**src/rtl/catc_pace_monitor.sv**
```systemverilog
// Pace monitor for the CATC clock-enable path: tracks RefEn vs CoreEn lag and drives FastCatchup.
// Optional statistics (LagMax, BehindCycles, BehindMax) are built only when CATC_MONITOR_STATS_EN is defined.
module catc_pace_monitor #(
  parameter int LAG_WIDTH    = 16,
  parameter int TIME_WIDTH   = 24,
  parameter int CATCHUP_ON   = 4,
  parameter int CATCHUP_OFF  = 1,
  parameter int DESYNC_LIMIT = 1024
) (
  input  logic                  clk,
  input  logic                  Reset,
  input  logic                  Clear,
  input  logic                  RefEn,
  input  logic                  CoreEn,
  output logic                  FastCatchup,
  output logic [LAG_WIDTH-1:0]  Lag,
  output logic [LAG_WIDTH-1:0]  LagMax,
  output logic [TIME_WIDTH-1:0] BehindCycles,
  output logic [TIME_WIDTH-1:0] BehindMax,
  output logic                  Desync,
  output logic                  Ahead
);

  typedef enum logic [1:0] {
    TRACK   = 2'd0,
    CATCHUP = 2'd1,
    DESYNC  = 2'd2
  } state_t;

  localparam logic [LAG_WIDTH-1:0] LAG_ONES    = '1;
  localparam logic [LAG_WIDTH-1:0] LAG_ON      = LAG_WIDTH'(CATCHUP_ON);
  localparam logic [LAG_WIDTH-1:0] LAG_OFF     = LAG_WIDTH'(CATCHUP_OFF);
  localparam logic [LAG_WIDTH-1:0] LAG_DESYNC  = LAG_WIDTH'(DESYNC_LIMIT);

  state_t state, state_next;
  logic   in_desync;
  logic   lag_zero;
  logic   underflow;

  assign lag_zero  = (Lag == '0);
  assign underflow = CoreEn && !RefEn && lag_zero;

  // Lag counter: saturates at all-ones and never goes below zero.
  // NOTE: sequential state uses non-blocking assignments so every register samples pre-edge values.
  always_ff @(posedge clk) begin
    if (Reset) begin
      Lag <= '0;
    end else if (RefEn && !CoreEn) begin
      if (Lag != LAG_ONES) Lag <= Lag + 1'b1;
    end else if (CoreEn && !RefEn) begin
      if (!lag_zero) Lag <= Lag - 1'b1;
    end
  end

  always_ff @(posedge clk) begin
    if (Reset) state <= TRACK;
    else       state <= state_next;
  end

  // NOTE: default assignment first keeps this combinational block latch-free.
  always_comb begin
    state_next = state;
    unique case (state)
      TRACK: begin
        if (Lag >= LAG_DESYNC)  state_next = DESYNC;
        else if (Lag >= LAG_ON) state_next = CATCHUP;
      end
      CATCHUP: begin
        if (Lag >= LAG_DESYNC)   state_next = DESYNC;
        else if (Lag <= LAG_OFF) state_next = TRACK;
      end
      DESYNC: begin
        if (lag_zero) state_next = TRACK;
      end
      default: state_next = TRACK;
    endcase
  end

  always_comb begin
    FastCatchup = 1'b0;
    in_desync   = 1'b0;
    unique case (state)
      TRACK:   FastCatchup = 1'b0;
      CATCHUP: FastCatchup = 1'b1;
      DESYNC: begin
        FastCatchup = 1'b1;
        in_desync   = 1'b1;
      end
      default: FastCatchup = 1'b0;
    endcase
  end

  // Sticky flags: set alongside the state entering DESYNC; Clear wins and the flag re-sets while DESYNC persists.
  always_ff @(posedge clk) begin
    if (Reset || Clear) begin
      Desync <= 1'b0;
      Ahead  <= 1'b0;
    end else begin
      if (state_next == DESYNC) Desync <= 1'b1;
      if (underflow)            Ahead  <= 1'b1;
    end
  end

`ifdef CATC_MONITOR_STATS_EN
  localparam logic [TIME_WIDTH-1:0] TIME_ONES = '1;

  always_ff @(posedge clk) begin
    if (Reset) begin
      BehindCycles <= '0;
    end else if (lag_zero) begin
      BehindCycles <= '0;
    end else if (BehindCycles != TIME_ONES) begin
      BehindCycles <= BehindCycles + 1'b1;
    end
  end

  always_ff @(posedge clk) begin
    if (Reset || Clear) begin
      LagMax    <= '0;
      BehindMax <= '0;
    end else begin
      if (Lag > LagMax)             LagMax    <= Lag;
      if (BehindCycles > BehindMax) BehindMax <= BehindCycles;
    end
  end
`else
  assign BehindCycles = '0;
  assign LagMax       = '0;
  assign BehindMax    = '0;
`endif

endmodule
```
**config.mk**
```make
export PLATFORM = sky130hd
export DESIGN_NAME = catc_pace_monitor
export DESIGN_NICKNAME = d
export VERILOG_FILES = /design/src/rtl/catc_pace_monitor.sv
export SDC_FILE = /design/constraint.sdc
export NUM_CORES = 1
export LEC_CHECK = 0
export CORE_ASPECT_RATIO = 0.6
export CORE_MARGIN = 2
export CORE_UTILIZATION = 39
export DETAILED_ROUTE_END_ITERATION = 8
export GPL_ROUTABILITY_DRIVEN = 0
export HOLD_SLACK_MARGIN = 0.03
export PLACE_DENSITY = 0.86
export SLEW_MARGIN = 0
export SYNTH_ARGS = -nofsm -noshare
export SYNTH_HDL_FRONTEND = slang
export SYNTH_SLANG_ARGS = --single-unit
```
**constraint.sdc**
```tcl
create_clock -name clk -period 2.3 [get_ports clk]
set_clock_uncertainty 0.1 [all_clocks]
set_input_delay 0.46 -clock clk [delete_from_list [all_inputs] [get_ports clk]]
set_output_delay 0.46 -clock clk [all_outputs]
set_load 0.02 [all_outputs]
```
==> metrics.md, run 1 <==
| Metric | Value |
|---|---|
| Status | `complete, but fails checks` |
| Failing checks | `setup timing` |
| Top sig layer | `met4` |
| N_diodes | `0` |
| Dpl ws | `-0.556 ns` |
| Leading area contributor after synthesis | `buf_4` |
| Yosys reg bits | `20` |
| Switching part of the total | `0.456` |
| Most common cell in the netlist | `buf_4` |
| Clock sinks | `20` |
| Area growth, synth to finish | `27.3%` |
| Initial cell density of the core | `0.403` |
| Max-cap violations | `0` |
| Post-Synth Simple-Gate Area | `0.230` |
| Die Height | `between 50 and 60 µm` |
| Mean Syn Cell Area | `just under 8 µm²` |
| Placed cell count | `about 370` |
| Combinational power share | `0.685` |
| Post-route ant nets | `0` |
| FMAX | `roughly 0.42 GHz` |
| Yosys top cell area share | `0.236` |
| TNS Setup | `-0.425 ns` |
| Largest family of logic cells by synthesized area | `buffers and inverters` |
| First-pass GRT wire length | `approximately 7700 µm` |
| M1 WL | `2290 µm` |
| Setup slack after layout | `-0.0666 ns` |
| DRT iter0 DRCs | `91` |
| Share of post-route cells with drive strength above 1 | `0.292` |
| Final setup fails | `10` |
| Cts bufs inserted | `3` |
| CTS Hold Bufs | `0` |
| Most common flop cell mapped by yosys | `dfxtp_1` |
| Fill cell count | `~480` |
| Reg clk slew, reported paths | `roughly 0.080 ns` |
| Clk buf depth | `2` |
| Met2 WL post-DR | `between 2000 and 2500 µm` |
| Initial antenna violation count | `0` |
| # IOs | `just under 90` |
| Maximum VDD drop | `0.000370 V` |
| DP Wirelength | `between 3000 and 4000 µm` |
| Clock power frac | `0.104` |
| IO buf count | `23` |
| Clk_lat worst skew | `roughly 0.26 ns` |
| TritonCTS clock tree | `built` |
| Top post-synthesis cells by count | `buf_4 (64), nor2_1 (27), dfxtp_1 (20), nor2b_1 (17), nor3_1 (14)` |
| GRT Residual Overflow | `0` |
| Die area | `0.00584 mm²` |
| Vias per std cell | `between 4 and 5` |
| Yosys warning count | `0` |
| Post-synthesis xor/xnor area fraction | `0.00430` |
| Pre-antenna DRT Iters | `4` |
| RSZ-0062 raised after global routing | `yes` |
| Worst path arrival time | `around 2.4 ns` |
| Leakage | `between 0.001 and 0.0015 µW` |
| Area of the core | `0.00505 mm²` |
| Post-synthesis compound-gate area fraction | `0.162` |
| Routed len/inst | `about 13 µm` |
| Final wirelength | `slightly above 5000 µm` |
| Vias in the first global route | `1588` |
| Met3 Routed Length | `308 µm` |
| EDFF count, synth | `0` |
| H-tree Lvls | `1` |
| CP required | `2.35 ns` |
| Period utilization | `1.03` |
| Final cell count without fillers | `about 380` |
| Max-slew violations | `0` |
| Vias | `1830` |
| Final nets | `between 300 and 400` |
| PD cells | `around 900 mW/mm²` |
| Crit-path max FO | `6` |
| Crit Path Class | `reg -> reg` |
| Netlist cell types | `49` |
| Total GRT Usage | `0.165` |
| Internal power | `about 1300 µW` |
| Tmin final | `2.37 ns` |
| Hold Path Class | `reg -> reg` |
| Fin. Hold Viols | `0` |
| Post-Synthesis Cells | `260` |
| Clock root buffer | `clkbuf_8` |
| Synth top area cells | `buf_4 (24%), dfxtp_1 (20%), nor2b_1 (5.2%)` |
| Startpoint class of the critical path | `register` |
| Reg power frac | `0.211` |
| Die Wd | `slightly below 100 µm` |
| Crit. End Element | `register` |
| Adder-Cell Fraction of Synth Area | `0.0491` |
| Worst hold margin | `0.434 ns` |
| Ys async rst share | `0` |
| Seq/Total Area, Yosys | `0.196` |
| Site row count | `20` |
| Mapped Area | `0.00204 mm²` |
| Largest net degree at the start of global routing | `19` |
| # DRC | `0` |
| Total net switching power | `around 1100 µW` |
| Mux cell area share after synthesis | `0.0816` |
[final timing paths]
path              startpoint      end  slack [ns]  depth (start not counted)
setup / recovery      Lag[5]  Lag[14]       -0.07                          7
hold / removal        Desync   Desync        0.43                          1
setup reg to reg      Lag[5]  Lag[14]       -0.07                          7
hold reg to reg       Desync   Desync        0.43                          1
[worst max-delay path: stages, from the launching register on]
cell and delay [ns]:
dfxtp_4 0.34, or4_4 0.56, or3_4 0.38, o31ai_4 0.20, buf_6 0.16, buf_6 0.12, a211oi_1 0.07, mux2_1 0.31
[metrics by stage]
stage	utilization	power (µW)	area, µm²
after floorplan	-	1500	2320
after global placement	0.465	1860	2350
after detailed placement	0.465	1910	2350
after CTS	0.487	2220	2460
after global routing	0.513	2520	2590
final	0.513	2350	2590
[sequential cells by signal, summed over array words and instances (netlist names)]
signal / cells
Ahead: 1
Desync: 1
Lag: 16
state: 2
[cell families after synthesis]
logic type | after synthesis
AND/OR/NAND/NOR | 90
buffers and inverters | 81
AO/OA/AOI/OAI | 44
flip-flops | 20
multiplexers | 15
adder cells (fa/ha/maj) | 8
other | 1
XOR/XNOR | 1
[layout by cell type, fill, tap and decap left out, types with 2 or more instances in the layout]
cell and n:
clkdlybuf4s50_1 22, mux2_1 2, nand4_1 2, ha_1 8, nor3_1 8, a31oi_1 4, buf_4 35, a21oi_2 8
a21oi_1 4, nor3_2 5, or3_4 2, o21ai_0 3, dfxtp_1 14, a22oi_2 2, mux2_2 5, nand3_1 6
or3_1 2, mux2i_1 2, or4_1 3, buf_6 4, inv_1 4, mux2_4 6, o211ai_1 3, a211oi_1 2
inv_2 2, dfxtp_4 2, nand2_1 9, a32oi_1 2, conb_1 64, dfxtp_2 4, nor2_1 25, nor2b_1 16
clkbuf_8 3
[layout make-up]
cell class / instances / area, µm² / area share
Clock buffer: 3 / 41.3 / 0.0159
Multi-Input combinational cell: 222 / 1470 / 0.567
Timing Repair Buffer: 63 / 561 / 0.216
Tap cell: 66 / 82.6 / 0.0318
Clock inverter: 1 / 3.75 / 0.00145
Inverter: 6 / 22.5 / 0.00868
Sequential cell: 20 / 413 / 0.159
[timing repair]
item,in CTS,in global routing
cloned,0,0
pin swaps,3,3
setup buffers,3,3
endpoints found under the setup margin,13,16
resized for setup,12,23
[per-layer routing]
| layer | track usage | vias to the layer above |
|---|---|---|
| li1 | - | 899 |
| met1 | 0.222 | 864 |
| met2 | 0.279 | 65 |
| met3 | 0.0386 | 2 |
| met4 | 0.0278 | 0 |
| met5 | 0 | - |
[power by group through the flow]
stage               sequential, µW  combinational [µW]  clock [µW]
finish                         497                1610         245
global route                   509                1730         272
CTS                            492                1480         250
detailed placement             497                1420           0
global placement               495                1360           0
floorplan                      590                 908           0
Note: power is estimated with default switching activity, not from simulation.
==> inputs of run 2 (changes only) <==
ABC_CLOCK_PERIOD_IN_PS = 2300   (was not set)
CORE_UTILIZATION = 58   (was 39)
DONT_BUFFER_PORTS = 1   (was not set)
HOLD_SLACK_MARGIN = 0.06   (was 0.03)
PLACE_DENSITY = 0.84   (was 0.86)
==> metrics.md, run 2 (synthesis gave the netlist of run 1 again) <==
| Metric | Value |
|---|---|
| Status | `finished, final reports clean` |
| Vias in the first global route | `1475 (-7.1%)` |
| Fin. Hold Viols | `0 (unchanged)` |
| Post-route ant nets | `0 (unchanged)` |
| Most frequent cells in the layout | `conb_1 (64), nor2_1 (27), buf_4 (26)` |
| Routed len/inst | `14.1 µm (+5.2%)` |
| Switching part of the total | `0.472 (+0.0161)` |
| TritonCTS clock tree | `built` |
| Top reg by flops | `Lag` |
| DRT iter0 DRCs | `70 (-23%)` |
| Vias per std cell | `5.33 (+11%)` |
| Internal power | `1090 µW (-15%)` |
| Multi-input logic area | `0.00135 mm² (-8.3%)` |
| Placed cell count | `319 (-14%)` |
| Clk_lat worst skew | `0.27 ns (about the same)` |
| N_diodes | `0 (unchanged)` |
| Final cell count without fillers | `324 (-15%)` |
| Max-slew violations | `0 (unchanged)` |
| Startpoint class of the critical path | `register` |
| TNS Setup | `0 ns (+0.425 ns)` |
| Vias | `1728 (-5.6%)` |
| Most common cell after layout, fill and taps aside | `conb_1` |
| Die Wd | `80.5 µm (-17%)` |
| Max-cap violations | `0 (unchanged)` |
| Initial cell density of the core | `0.617 (+0.214)` |
| CTS Hold Bufs | `0 (unchanged)` |
| Reg clk slew, reported paths | `0.08 ns (about the same)` |
| Crit Path Class | `reg -> reg` |
| Combinational power share | `0.613 (-0.072)` |
| Crit path buffers/inverters | `1 (-1)` |
| Max-slew headroom | `0.571` |
| Period utilization | `0.996 (-0.0331)` |
| Die area | `0.00402 mm² (-31%)` |
| Clk buf depth | `2 (unchanged)` |
| Largest register FFs | `16 (unchanged)` |
| # DRC | `0 (unchanged)` |
| Cells along the critical path | `or4_4 > or3_4 > o31ai_4 > buf_12 > a221oi_1 > mux2_2` |
| Total net switching power | `974 µW (-9.3%)` |
| Final setup fails | `0 (-10)` |
| Worst path arrival time | `2.35 ns (-0.07 ns)` |
| Crit-path max FO | `14 (+8)` |
| Biggest regs | `Lag: 16 flops, state: 2 flops` |
| Tmin final | `2.29 ns (-0.0762 ns)` |
| Share of post-route cells with drive strength above 1 | `0.208 (-0.0842)` |
| DP Wirelength | `3420 µm (-8.8%)` |
| Final wirelength | `4570 µm (-11%)` |
| Fill cell count | `320 (-33%)` |
| Total GRT Usage | `0.225 (+0.0600)` |
| Hold Path Class | `in -> reg` |
| Largest delay share family, worst path | `simple AND/OR/NAND/NOR gates` |
| Die Height | `49.9 µm (-17%)` |
| CP max-delay cell | `or4_4` |
| CP required | `2.36 ns (about the same)` |
| FMAX | `0.437 GHz (+3.3%)` |
| Measured slew at the worst slew-check pin | `0.644 ns` |
| Clock power frac | `0.136 (+0.032)` |
| First-pass GRT wire length | `6960 µm (-9.6%)` |
| Largest net degree at the start of global routing | `35 (+16)` |
| Clock sinks | `20 (unchanged)` |
| Maximum VDD drop | `0.000539 V (+46%)` |
| Leakage | `0.000947 µW (-16%)` |
| Crit. End Element | `register` |
| Cts bufs inserted | `3 (unchanged)` |
| GRT Residual Overflow | `0 (unchanged)` |
| Site row count | `16 (-20%)` |
| PD cells | `977 mW/mm² (+7.7%)` |
| Final nets | `293 (-11%)` |
| Initial antenna violation count | `0 (unchanged)` |
| Area growth, synth to finish | `3.56%` |
| Pre-antenna DRT Iters | `4 (unchanged)` |
| Reg power frac | `0.251 (+0.040)` |
| H-tree Lvls | `1 (unchanged)` |
| Crit-path max cell delay | `0.55 ns (about the same)` |
| RSZ-0062 raised after global routing | `yes` |
| # IOs | `88 (unchanged)` |
| FF+latch area | `413 µm² (unchanged)` |
| Area of the core | `0.00330 mm² (-35%)` |
| IO buf count | `0 (-100%)` |
| Clock root buffer | `clkbuf_8` |
run 2: path summary, 6_finish.rpt:
check / start / to / slack [ns] / depth (start not counted)
setup / recovery: Lag[5] / Lag[9] / 0.01 / 6
hold / removal: Clear / Ahead / 0.15 / 1
setup reg to reg: Lag[5] / Lag[9] / 0.01 / 6
hold reg to reg: Lag[1] / Lag[1] / 0.41 / 2
run 2: worst register-to-register path, cell delays in order, from the launching register on:
cell and delay, ns:
dfxtp_4 0.34, or4_4 0.55, or3_4 0.38, o31ai_4 0.22, buf_12 0.18, a221oi_1 0.11
mux2_2 0.30
run 2: final cells by class:
cell class | count | area share
Multi-Input combinational cell | 222 | 0.639
Sequential cell | 20 | 0.196
Timing Repair Buffer | 27 | 0.102
Tap cell | 45 | 0.0267
Clock buffer | 4 | 0.0261
Inverter | 6 | 0.0107
run 2: metal layers:
metal | track usage | share of wire
met2 | 0.331 | 0.43
met1 | 0.317 | 0.45
met3 | 0.0733 | 0.10
met5 | 0 | 0
met4 | 0.0508 | 0.0088
run 2: per-stage QoR:
| step | power (µW) | worst slack, ns | util | hold slack [ns] | instance area [µm²] |
|---|---|---|---|---|---|
| 6_report | 2060 | 0.00955 | 0.639 | 0.154 | 2110 |
| 5_1_grt | 2200 | -0.0424 | 0.639 | 0.145 | 2110 |
| 4_1_cts | 2010 | 0.00164 | 0.634 | 0.147 | 2090 |
| 3_5_place_dp | 1720 | -0.0423 | 0.616 | 0.393 | 2030 |
| 3_3_place_gp | 1690 | 0.0532 | 0.616 | 0.393 | 2030 |
| 2_1_floorplan | 1500 | 0.00215 | - | 0.424 | 2320 |
run 2: timing repair:
action                                 CTS  global route
setup endpoints to repair                1            12
resized for setup                        2             2
endpoints found under the hold margin    0             0
buffers inserted                         0             1
pin swaps                                1             0
run 2: power by group through the flow:
stage	Combinational, µW	Sequential (µW)	Clock (µW)
final	1260	518	281
after global placement	1170	522	0
after floorplan	908	590	0
after CTS	1210	515	284
after detailed placement	1200	522	0
after global routing	1370	528	303
==> edit (flow settings as in run 1) <==
Set the parameter `DESYNC_LIMIT` to 768 (it was 1024).
--- a/src/rtl/catc_pace_monitor.sv
+++ b/src/rtl/catc_pace_monitor.sv
@@ -5,7 +5,7 @@
   parameter int TIME_WIDTH   = 24,
   parameter int CATCHUP_ON   = 4,
   parameter int CATCHUP_OFF  = 1,
-  parameter int DESYNC_LIMIT = 1024
+  parameter int DESYNC_LIMIT = 768
 ) (
   input  logic                  clk,
   input  logic                  Reset,
Formal check against the unedited RTL: same outputs for any inputs over 10 cycles, from zero or initial values and one cycle with Reset high; that may be too few to reach the edited logic, so the function may still have changed.
==> edit against run 1 <==
  * Sequential share of layout area grew 1.6 points
  * Hold slack worse by 0.0050 ns
  * Area after synthesis fell by 1.2%
  * Wire length shrank 14%
  * Global-route usage fell by 2.0 points
  * Design area decreased by 12%
  * Core utilization down 5.7 points
  * Setup slack gained 0.14 ns
  * First-iteration DRC count rose by 14%
  * Sequential cell count is the same
  * Power up 2.3%
  * Critical path depth is 4 lower
==> edit: results (changes against run 1) <==
* Hpwl dp at 3.411 mm (-9.1%)
* Outcome: finished clean
* CP max stage cell: clkdlybuf4s50_1
* Comb power at 1.56 mW (-3%)
* Non-Filler Instances at 358 (-6.0%)
* Largest Register: Lag
* CP max stage delay at 0.59 ns (+0.03 ns)
* Sequential fraction of the synthesis area at 19.88% (+0.23 points)
* Sw Ratio at 45.19% (-0.41 points)
* Number of vias per cell at 4.768 (-0.73%)
* Delay-heaviest family, CP: buffers and inverters
* Slack of the worst reg-to-reg path at 0.11 ns (+0.18 ns)
* Power Density at 1050 mW/mm² (+16%)
* CP Data Arrival Time at 1.67 ns (-0.75 ns)
* Postcts setup bufs at 0 (-3)
* Synth top area cells: buf_4 (24%), dfxtp_1 (20%), mux2_2 (6.1%), ha_1 (5.0%), nor2b_1 (5.0%)
* Cells after synthesis at 252 (-3.1%)
* Setup crit start: state[1]
* Vias in the first global route at 1351 (-15%)
* Post-synth top cells: buf_4 (65), nor2_1 (25), dfxtp_1 (20), nor2b_1 (16), nand3_1 (14)
* VDD IR max at 521.0 µV (+41%)
* Hold path start: Ahead
* Fraction of layout cells with a size suffix above 1 at 16.44% (-13 points)
* Seq pwr share at 23.5% (+2.4 points)
* Worst r2r src: Lag[1]
* Total track usage at 14.47% (-2.0 points)
* Hold slack at 0.4285 ns (-0.005033 ns)
* Post-Place Cells at 353 (-4.9%)
* Starting DRT DRC Count at 104 (+14%)
* Count of cell types in the netlist at 48 (-2.0%)
* Post-CTS Resized at 1 (-11)
* Largest net degree at the start of global routing at 36 (+17)
* Leak at 1.010 nW (-10%)
[edit: path summary, 6_finish.rpt]
check             cells past startpoint           to
hold / removal                        2        Ahead
setup reg to reg                      6      Lag[10]
hold reg to reg                       2        Ahead
setup / recovery                      3  FastCatchup
[edit: final cells by class]
cell class / count / area (µm²)
Sequential cell: 20 / 401.6
Multi-Input combinational cell: 215 / 1305
Clock buffer: 4 / 55.05
Fill cell: 512 / 2736
Tap cell: 66 / 82.58
Timing Repair Buffer: 48 / 430.4
Inverter: 5 / 18.77
[edit: cells by family after synthesis]
| group | share of synthesized area (%) |
|---|---|
| fa+ha+maj | 4.969 |
| simple gates | 24.22 |
| compound gates | 14.54 |
| xor+xnor | 0.4349 |
| mux | 8.323 |
| other cells | 0.1862 |
| flops | 19.88 |
| buf+inv | 27.45 |
[edit: routing by layer]
metal / wire length (µm) / track usage, % / part of all wire [%]
met3: 307 / 3.041 / 7.0
met2: 1916 / 22.12 / 44
met1: 2127 / 21.39 / 49
met4: 17 / 2.414 / 0.39
met5: 0 / 0 / 0
